[src/rtl/alu_pkg.sv]
// -----------------------------------------------------------------------------
// alu_pkg
// Shared definitions for the ALU and the two-port ALU arbiter.
//   ALU_OP_W        : opcode width
//   ALU_ADD..ALU_SLTU : opcode encodings understood by alu
//   arb_state_t     : arbiter FSM states
//   arb_operand_t   : one latched request (operands, opcode, issuing port)
//   alu_op_illegal  : true for encodings outside ADD..SLTU
// -----------------------------------------------------------------------------
package alu_pkg;

  localparam int ALU_OP_W = 4;

  localparam logic [ALU_OP_W-1:0] ALU_ADD  = 4'b0000;
  localparam logic [ALU_OP_W-1:0] ALU_SUB  = 4'b0001;
  localparam logic [ALU_OP_W-1:0] ALU_AND  = 4'b0010;
  localparam logic [ALU_OP_W-1:0] ALU_OR   = 4'b0011;
  localparam logic [ALU_OP_W-1:0] ALU_XOR  = 4'b0100;
  localparam logic [ALU_OP_W-1:0] ALU_SLL  = 4'b0101;
  localparam logic [ALU_OP_W-1:0] ALU_SRL  = 4'b0110;
  localparam logic [ALU_OP_W-1:0] ALU_SRA  = 4'b0111;
  localparam logic [ALU_OP_W-1:0] ALU_SLT  = 4'b1000;
  localparam logic [ALU_OP_W-1:0] ALU_SLTU = 4'b1001;

  typedef enum logic [1:0] {
    ARB_IDLE = 2'd0,
    ARB_EXEC = 2'd1,
    ARB_DONE = 2'd2
  } arb_state_t;

  typedef struct packed {
    logic [31:0]         a;
    logic [31:0]         b;
    logic [ALU_OP_W-1:0] op;
    logic                id;
  } arb_operand_t;

  // Every encoding above SLTU is unassigned.
  function automatic logic alu_op_illegal(input logic [ALU_OP_W-1:0] op);
    return (op > ALU_SLTU);
  endfunction

endpackage

[src/rtl/alu.sv]
// -----------------------------------------------------------------------------
// alu
// Purely combinational 32-bit ALU.
//   a, b        : operands (b[4:0] is the shift amount for shifts)
//   alu_control : opcode, encodings from alu_pkg
//   result      : operation result (0 for unassigned opcodes)
//   zero        : result == 0
// -----------------------------------------------------------------------------
module alu
  import alu_pkg::*;
(
  input  logic [31:0]         a,
  input  logic [31:0]         b,
  input  logic [ALU_OP_W-1:0] alu_control,
  output logic [31:0]         result,
  output logic                zero
);

  logic [4:0] shamt;

  assign shamt = b[4:0];

  always_comb begin
    result = '0;
    case (alu_control)
      ALU_ADD:  result = a + b;
      ALU_SUB:  result = a - b;
      ALU_AND:  result = a & b;
      ALU_OR:   result = a | b;
      ALU_XOR:  result = a ^ b;
      ALU_SLL:  result = a << shamt;
      ALU_SRL:  result = a >> shamt;
      ALU_SRA:  result = $signed(a) >>> shamt;
      ALU_SLT:  result = {31'b0, ($signed(a) < $signed(b))};
      ALU_SLTU: result = {31'b0, (a < b)};
      default:  result = '0;
    endcase
  end

  assign zero = (result == 32'd0);

endmodule

[src/rtl/alu_arbiter.sv]
// -----------------------------------------------------------------------------
// alu_arbiter
// Shares one combinational alu between two requesters. One operation is in
// flight at a time: IDLE -> (accept) -> EXEC -> DONE -> (rsp taken) -> IDLE,
// or straight back to EXEC when a new request is accepted while the response
// is being taken. Acceptance in cycle N gives rsp_valid in cycle N+2.
//
// Parameters
//   FIXED_PRIO : 0 = round-robin between ports, 1 = port 0 always wins a tie
//
// Ports
//   clk, rst_n                 : clock, asynchronous active-low reset
//   reqN_valid / reqN_ready    : request handshake for port N (N = 0, 1)
//   reqN_a, reqN_b, reqN_op    : operands and opcode for port N
//   rsp_valid / rsp_ready      : response handshake
//   rsp_id                     : port that issued the response
//   rsp_result, rsp_zero       : ALU result and result == 0
//   rsp_err                    : illegal opcode flag
//
// Build option
//   ALU_ARB_OPCHECK_EN : when defined, opcodes 1010-1111 return rsp_err=1,
//                        rsp_result=0, rsp_zero=1. When undefined rsp_err is
//                        tied low and the ALU output is returned unchanged.
// -----------------------------------------------------------------------------
module alu_arbiter
  import alu_pkg::*;
#(
  parameter int FIXED_PRIO = 0
) (
  input  logic                clk,
  input  logic                rst_n,

  input  logic                req0_valid,
  output logic                req0_ready,
  input  logic [31:0]         req0_a,
  input  logic [31:0]         req0_b,
  input  logic [ALU_OP_W-1:0] req0_op,

  input  logic                req1_valid,
  output logic                req1_ready,
  input  logic [31:0]         req1_a,
  input  logic [31:0]         req1_b,
  input  logic [ALU_OP_W-1:0] req1_op,

  output logic                rsp_valid,
  input  logic                rsp_ready,
  output logic                rsp_id,
  output logic [31:0]         rsp_result,
  output logic                rsp_zero,
  output logic                rsp_err
);

  arb_state_t   state;
  arb_state_t   state_next;

  logic         last_grant;
  logic         any_valid;
  logic         grant_id;
  logic         can_accept;
  logic         accept;

  arb_operand_t opnd;

  logic [31:0]  alu_result;
  logic         alu_zero;
  logic [31:0]  result_next;
  logic         zero_next;

  // ---------------------------------------------------------------------------
  // Port selection. last_grant = 1 after reset so port 0 wins the first tie.
  // When neither port is valid grant_id is irrelevant because accept is low.
  // ---------------------------------------------------------------------------
  always_comb begin
    any_valid = req0_valid | req1_valid;
    grant_id  = 1'b0;
    if (req0_valid && req1_valid) begin
      grant_id = (FIXED_PRIO != 0) ? 1'b0 : ~last_grant;
    end else if (req1_valid) begin
      grant_id = 1'b1;
    end
  end

  // ---------------------------------------------------------------------------
  // FSM: state register
  // ---------------------------------------------------------------------------
  always_ff @(posedge clk or negedge rst_n) begin
    if (!rst_n) begin
      state <= ARB_IDLE;
    end else begin
      state <= state_next;
    end
  end

  // ---------------------------------------------------------------------------
  // FSM: next state. DONE falls through to EXEC when the response is taken
  // and a new request is accepted in the same cycle.
  // ---------------------------------------------------------------------------
  always_comb begin
    state_next = state;
    case (state)
      ARB_IDLE: begin
        if (any_valid) begin
          state_next = ARB_EXEC;
        end
      end
      ARB_EXEC: begin
        state_next = ARB_DONE;
      end
      ARB_DONE: begin
        if (rsp_ready) begin
          state_next = any_valid ? ARB_EXEC : ARB_IDLE;
        end
      end
      default: begin
        state_next = ARB_IDLE;
      end
    endcase
  end

  // ---------------------------------------------------------------------------
  // FSM: outputs. A request can only be taken when the response register is
  // free or is being emptied this very cycle.
  // ---------------------------------------------------------------------------
  always_comb begin
    can_accept = (state == ARB_IDLE) || ((state == ARB_DONE) && rsp_ready);
    accept     = can_accept && any_valid;
    req0_ready = accept && !grant_id;
    req1_ready = accept && grant_id;
    rsp_valid  = (state == ARB_DONE);
  end

  // ---------------------------------------------------------------------------
  // Round-robin history, updated only when a request is actually accepted.
  // ---------------------------------------------------------------------------
  always_ff @(posedge clk or negedge rst_n) begin
    if (!rst_n) begin
      last_grant <= 1'b1;
    end else if (accept) begin
      last_grant <= grant_id;
    end
  end

  // ---------------------------------------------------------------------------
  // Operand register: captures the granted port's request on acceptance.
  // ---------------------------------------------------------------------------
  always_ff @(posedge clk or negedge rst_n) begin
    if (!rst_n) begin
      opnd <= '0;
    end else if (accept) begin
      if (grant_id) begin
        opnd.a  <= req1_a;
        opnd.b  <= req1_b;
        opnd.op <= req1_op;
        opnd.id <= 1'b1;
      end else begin
        opnd.a  <= req0_a;
        opnd.b  <= req0_b;
        opnd.op <= req0_op;
        opnd.id <= 1'b0;
      end
    end
  end

  alu u_alu (
    .a           (opnd.a),
    .b           (opnd.b),
    .alu_control (opnd.op),
    .result      (alu_result),
    .zero        (alu_zero)
  );

`ifdef ALU_ARB_OPCHECK_EN
  logic op_illegal;
  logic rsp_err_q;

  // Illegal opcodes bypass the ALU and report an error with a zero result.
  always_comb begin
    op_illegal  = alu_op_illegal(opnd.op);
    result_next = op_illegal ? 32'd0 : alu_result;
    zero_next   = op_illegal ? 1'b1 : alu_zero;
  end

  always_ff @(posedge clk or negedge rst_n) begin
    if (!rst_n) begin
      rsp_err_q <= 1'b0;
    end else if (state == ARB_EXEC) begin
      rsp_err_q <= op_illegal;
    end
  end

  assign rsp_err = rsp_err_q;
`else
  always_comb begin
    result_next = alu_result;
    zero_next   = alu_zero;
  end

  assign rsp_err = 1'b0;
`endif

  // ---------------------------------------------------------------------------
  // Response register: loaded once in EXEC, then held through DONE so the
  // outputs stay stable while the consumer stalls.
  // ---------------------------------------------------------------------------
  always_ff @(posedge clk or negedge rst_n) begin
    if (!rst_n) begin
      rsp_result <= '0;
      rsp_zero   <= 1'b0;
      rsp_id     <= 1'b0;
    end else if (state == ARB_EXEC) begin
      rsp_result <= result_next;
      rsp_zero   <= zero_next;
      rsp_id     <= opnd.id;
    end
  end

endmodule

[config.mk]
export PLATFORM = sky130hd
export DESIGN_NAME = alu_arbiter
export DESIGN_NICKNAME = d
export VERILOG_FILES = /design/src/rtl/alu_pkg.sv /design/src/rtl/alu.sv /design/src/rtl/alu_arbiter.sv
export SDC_FILE = /design/constraint.sdc
export NUM_CORES = 1
export LEC_CHECK = 0
export CAP_MARGIN = 40
export CORE_ASPECT_RATIO = 2
export CORE_UTILIZATION = 51
export CTS_BUF_LIST = sky130_fd_sc_hd__clkbuf_8
export DETAILED_ROUTE_END_ITERATION = 12
export PLACE_DENSITY_LB_ADDON = 0.15
export SYNTH_ARGS = -nofsm -noshare
export SYNTH_HDL_FRONTEND = slang
export SYNTH_SLANG_ARGS = --single-unit
export TNS_END_PERCENT = 10
[constraint.sdc]
create_clock -name clk -period 13.7 [get_ports clk]
set_input_delay 4.11 -clock clk [delete_from_list [all_inputs] [get_ports clk]]
set_output_delay 4.11 -clock clk [all_outputs]
set_load 0.1 [all_outputs]
# After elaboration in Yosys (flattened, before gate mapping)
# Cells that the tools add are included.
[totals]
ff_bits = 106
input_bits = 141
output_inout_bits = 38
[classes]
add_sub_neg = 2
n_lt_le_gt_ge = 2
n_eq_ne = 13
shifts = 3
muxes = 8
bitwise = 5
n_reduce_logical = 11
[ops]
columns = ["cell", "count"]
rows = [
  ["one-hot mux 32 bit (10 select lines)", 1],
  ["two-way mux 69 bit", 1],
  ["less-than comparator 32 bit", 2],
  ["adder 32 bit", 1],
  ["AND 32 bit", 1],
  ["zero test 32 bit", 1],
  ["OR 32 bit", 1],
  ["<< shifter 32 x 5 -> 32 bit", 1],
  [">> shifter 32 x 5 -> 32 bit", 1],
  [">>> shifter 32 x 5 -> 32 bit", 1],
  ["subtractor 32 bit", 1],
  ["bitwise XOR 32 bit", 1],
  ["== test 4 x 3 -> 1 bit, second input constant", 4],
  ["== test 4 x 2 -> 1 bit, second input constant", 2],
  ["== test 4 bit, second input constant", 2],
  ["one-hot mux 2 bit (3 select lines)", 1],
  ["logical AND 1 bit", 5],
  ["== test 4 x 1 -> 1 bit, second input constant", 1],
  ["zero test 4 bit", 1],
  ["two-way mux 2 bit", 2],
  ["two-way mux 1 bit", 3],
  ["== test 2 x 1 -> 1 bit, second input constant", 1],
  ["== test 2 bit, second input constant", 1],
  ["zero test 2 bit", 1],
  ["7 further kinds", 7],
]

# Longest topological paths before layout
[logic_depth]
ltp_word = 5
ltp_mapped = 18

# Cells and area by module
# A second synthesis with hierarchy kept.
[unflattened]
cells_unflattened = 1778
hier_area_um2 = 15362.2
[modules_own_cells]
columns = ["module", "instances", "cells_each", "area_per_inst_um2"]
rows = [
  ["alu", 1, 1436, 9754.4],
  ["alu_arbiter", 1, 342, 5607.9],
]

# Least setup slack after synthesis
# OpenSTA, ideal clock, no wires.
[synth_timing]
kind = "input to output"
startpoint = "input rsp_ready"
endpoint = "output req0_ready"
t_arrival_ns = 5.876
setup_slack_ns = 3.714
cell_stages = 5
path_cell_list = "inv_1 > a21oi_1 > o21ai_1 > a21oi_1 > clkbuf_1"
[synth_between]
elab_chain_cells = 4
[synth_lines]
columns = ["item", "line_no", "text"]
rows = [
  ["from (decl)", "alu_arbiter.sv:46", "input logic rsp_ready,"],
  ["logical AND 1 bit", "alu_arbiter.sv:125", "can_accept = (state == ARB_IDLE) || ((state == ARB_DONE) && rsp_ready);"],
  ["logical OR 1 bit", "alu_arbiter.sv:125", ""],
  ["logical AND 1 bit", "alu_arbiter.sv:126", "accept = can_accept && any_valid;"],
  ["logical AND 1 bit", "alu_arbiter.sv:127", "req0_ready = accept && !grant_id;"],
  ["to (decl)", "alu_arbiter.sv:34", "output logic req0_ready,"],
]
# Every way passes these cells.

# Worst setup path in the final report
# Same ends and word-level chain as after synthesis.

==> flow_metrics.py <==
metrics = {
    "finish": {
        "area_growth_pct": 18.7,
        "fillCellCount": 2485,
        "final-seq-area_um2": 2660,
        "nets": 2149,
        "multi_input_area_um2": 10300,
        "fin_cells": 2267,
        "drive_above_1_share_pct": 11.6,
    },
    "critical_path": {
        "path_class": "in2out",
        "cp_data_arrival_time_ns": 6.70,
        "critPathMaxFanout": 72,
        "crit_path_end_kind": "output port",
        "cp_common_cell": "buf_4",
        "cp_cell_sequence": "clkdlybuf4s50_1 -> inv_1 -> a21oi_1 -> o21ai_4 -> buf_4 -> a21oi_4 -> buf_4 -> buf_4",
        "crit_path_start_kind": "primary input",
        "rrSetupSlack_ns": 7.17,
        "required_ns": 9.59,
        "cp_slowest_cell": "buf_4",
        "critical_path.max_stage_delay_ns": 0.63,
    },
    "logic_synthesis": {
        "ys_seq_area_share_pct": 18.6,
        "ys_ff_latch": 106,
        "synth_edf_count": 0,
        "synth_nets": 2054,
        "netlist-cell-type-count": 88,
        "syn_inst": 1812,
        "synth_area_um2": 14300,
        "avgSynthCellArea_um2": 7.87,
        "synth_warnings": 0,
        "ys.flop_type": "dfrtp_1",
        "async_reset_ff_share_pct": 100,
    },
    "clock_tree": {
        "clk_root_buffer_cell": "clkbuf_8",
        "hold_buffers": 0,
        "clkSinkCount": 106,
        "cts_buffers": 9,
        "cts_resized": 0,
        "clk_latency_ns": 0.46,
        "cts_setup_buffers": 0,
        "clk_pin_slew_ns": 0.10,
        "clk_path_buf_depth": 2,
        "cts_tree": "built",
        "htree_num_levels": 3,
    },
    "route": {
        "drt_iter0_drc": 2380,
        "routed_wl_um": 71800,
        "route.vias.total": 17100,
        "dr.pass1.iters": 13,
        "drc": 0,
        "routedWlPerCell_um": 31.7,
        "vias_per_cell": 7.52,
        "antenna_left": 0,
    },
    "floorplan": {
        "core_region_area_um2": 27500,
        "row_count": 86,
        "io_pins": 179,
        "dieArea_um2": 28700,
        "die_y_um": 238,
        "start_util_pct": 51.8,
        "die_w_um": 120,
    },
    "sta": {
        "relSlewSlack_pct": 28.4,
        "setup-tns-final_ns": 0,
        "period_share_pct": 78.9,
        "setup_violations": 0,
        "worst_pin_slew_ns": 1.07,
        "maxSlewViolCount": 0,
        "min_period_ns": 10.81,
        "setup_ws_ns": 2.89,
        "timing.fmax_mhz": 92.5,
        "grt_setup_unrepaired": "no",
        "whs_ns": 0.476,
        "hold_violations": 0,
        "finClkSkew_ns": 0.0161,
    },
    "placed_design": {
        "post-place-ws_ns": 2.94,
        "numPortBuffers": 177,
        "gp_congestion": 1.08,
        "dpl.hpwl_um": 53600,
        "placedCellCount": 2245,
    },
    "run": {
        "drv_cap": 0,
    },
    "global_routing": {
        "grt_overflow": 0,
        "antenna_found_initial": 5,
        "grt_max_degree": 73,
        "grt_pass1_vias": 16500,
        "grt_pass1_wl_um": 106000,
        "track_usage_pct": 50.5,
    },
    "status": {
        "status": "finished clean",
    },
    "hold_path": {
        "hold_class": "reg2reg",
    },
}
-- worst max-delay path: cells and delay by family --
family,cells,cell delay (ns)
AO/OA/AOI/OAI,3,0.59
buffers and inverters,5,1.94
-- kinds of logic after synthesis --
| kind of cell | count (synthesis) | synth area share (%) |
|---|---|---|
| adder cells (fa/ha/maj) | 101 | 8.97 |
| multiplexers | 140 | 15.1 |
| AO/OA/AOI/OAI | 580 | 29.1 |
| AND/OR/NAND/NOR | 539 | 18.4 |
| XOR/XNOR | 3 | 0.184 |
| other | 1 | 0.0263 |
| buffers and inverters | 342 | 9.61 |
| flip-flops | 106 | 18.6 |
-- cell usage in the layout (no fill, tap or decap), drive strengths merged, types with 8 or more instances in the layout --
cell type and n:
clkdlybuf4s50 174, inv 172, nand2 168, nor2 124
a21oi 122, dfrtp 105, ha 99, o21ai 90
buf 80, a222oi 70, nor3 59, mux4 56
mux2i 49, nand3 42, mux2 35, a211oi 33
o211ai 28, o22ai 28, a31oi 23, nor4 21
nor2b 19, a221oi 19, nand4 18, nand2b 16
o2111ai 14, o21bai 13, o221ai 13, o31ai 12
and3 12, a22oi 10, clkbuf 10, a21o 9
a211o 9, and2 8, o21a 8, nor4b 8
-- routing by layer --
metal	global-route usage (%)	wire, µm
met1	51.8	22400
met2	81.8	33700
met3	14.0	7520
met4	47.3	8200
met5	0	11
-- sequential cells by signal, summed over array words and instances, names as in the netlist --
signal and flops:
rsp_id 1, opnd 69, state 2, last_grant 1
rsp_result 32, rsp_zero 1
-- through the flow --
step	util [%]	instance area, µm²
after floorplan	-	14300
after global placement	58.4	16100
after detailed placement	60.7	16700
after CTS	61.4	16900
after global routing	61.4	16900
final	61.4	16900
-- path summary, 6_finish.rpt --
kind,start,endpoint,depth (start not counted)
hold / removal,last_grant,last_grant,2
max in group asynchronous,rst_n,opnd[7],3
setup reg to reg,opnd[5],rsp_zero,12
min in group asynchronous,rst_n,rsp_result[29],1
hold reg to reg,last_grant,last_grant,2
setup / recovery,rsp_ready,req0_ready,8
-- synthesized netlist by cell type, drive strengths merged, types with 42 or more instances --
cell type  number  area, µm²
nor3           59        295
inv           169        634
a21oi         122        614
nand3          42        210
nand2         168        631
buf            46        259
mux4           56       1260
dfrtp         105       2630
nor2          124        468
ha             99       1240
clkbuf        125        469
mux2i          49        490
a222oi         70        701
o21ai          90        450
-- final cells by class --
class                      count  area share, %
clock inverter                 7          0.318
clock buffer                   9          0.732
antenna                        3         0.0444
tap                          352           2.60
timing repair buffer         255           15.9
inverter                     171           3.79
multi-input combinational   1364           60.9
sequential                   106           15.7
Power is not shown: default switching activity piles up to over one toggle a cycle in this logic, so the estimate is an artifact.
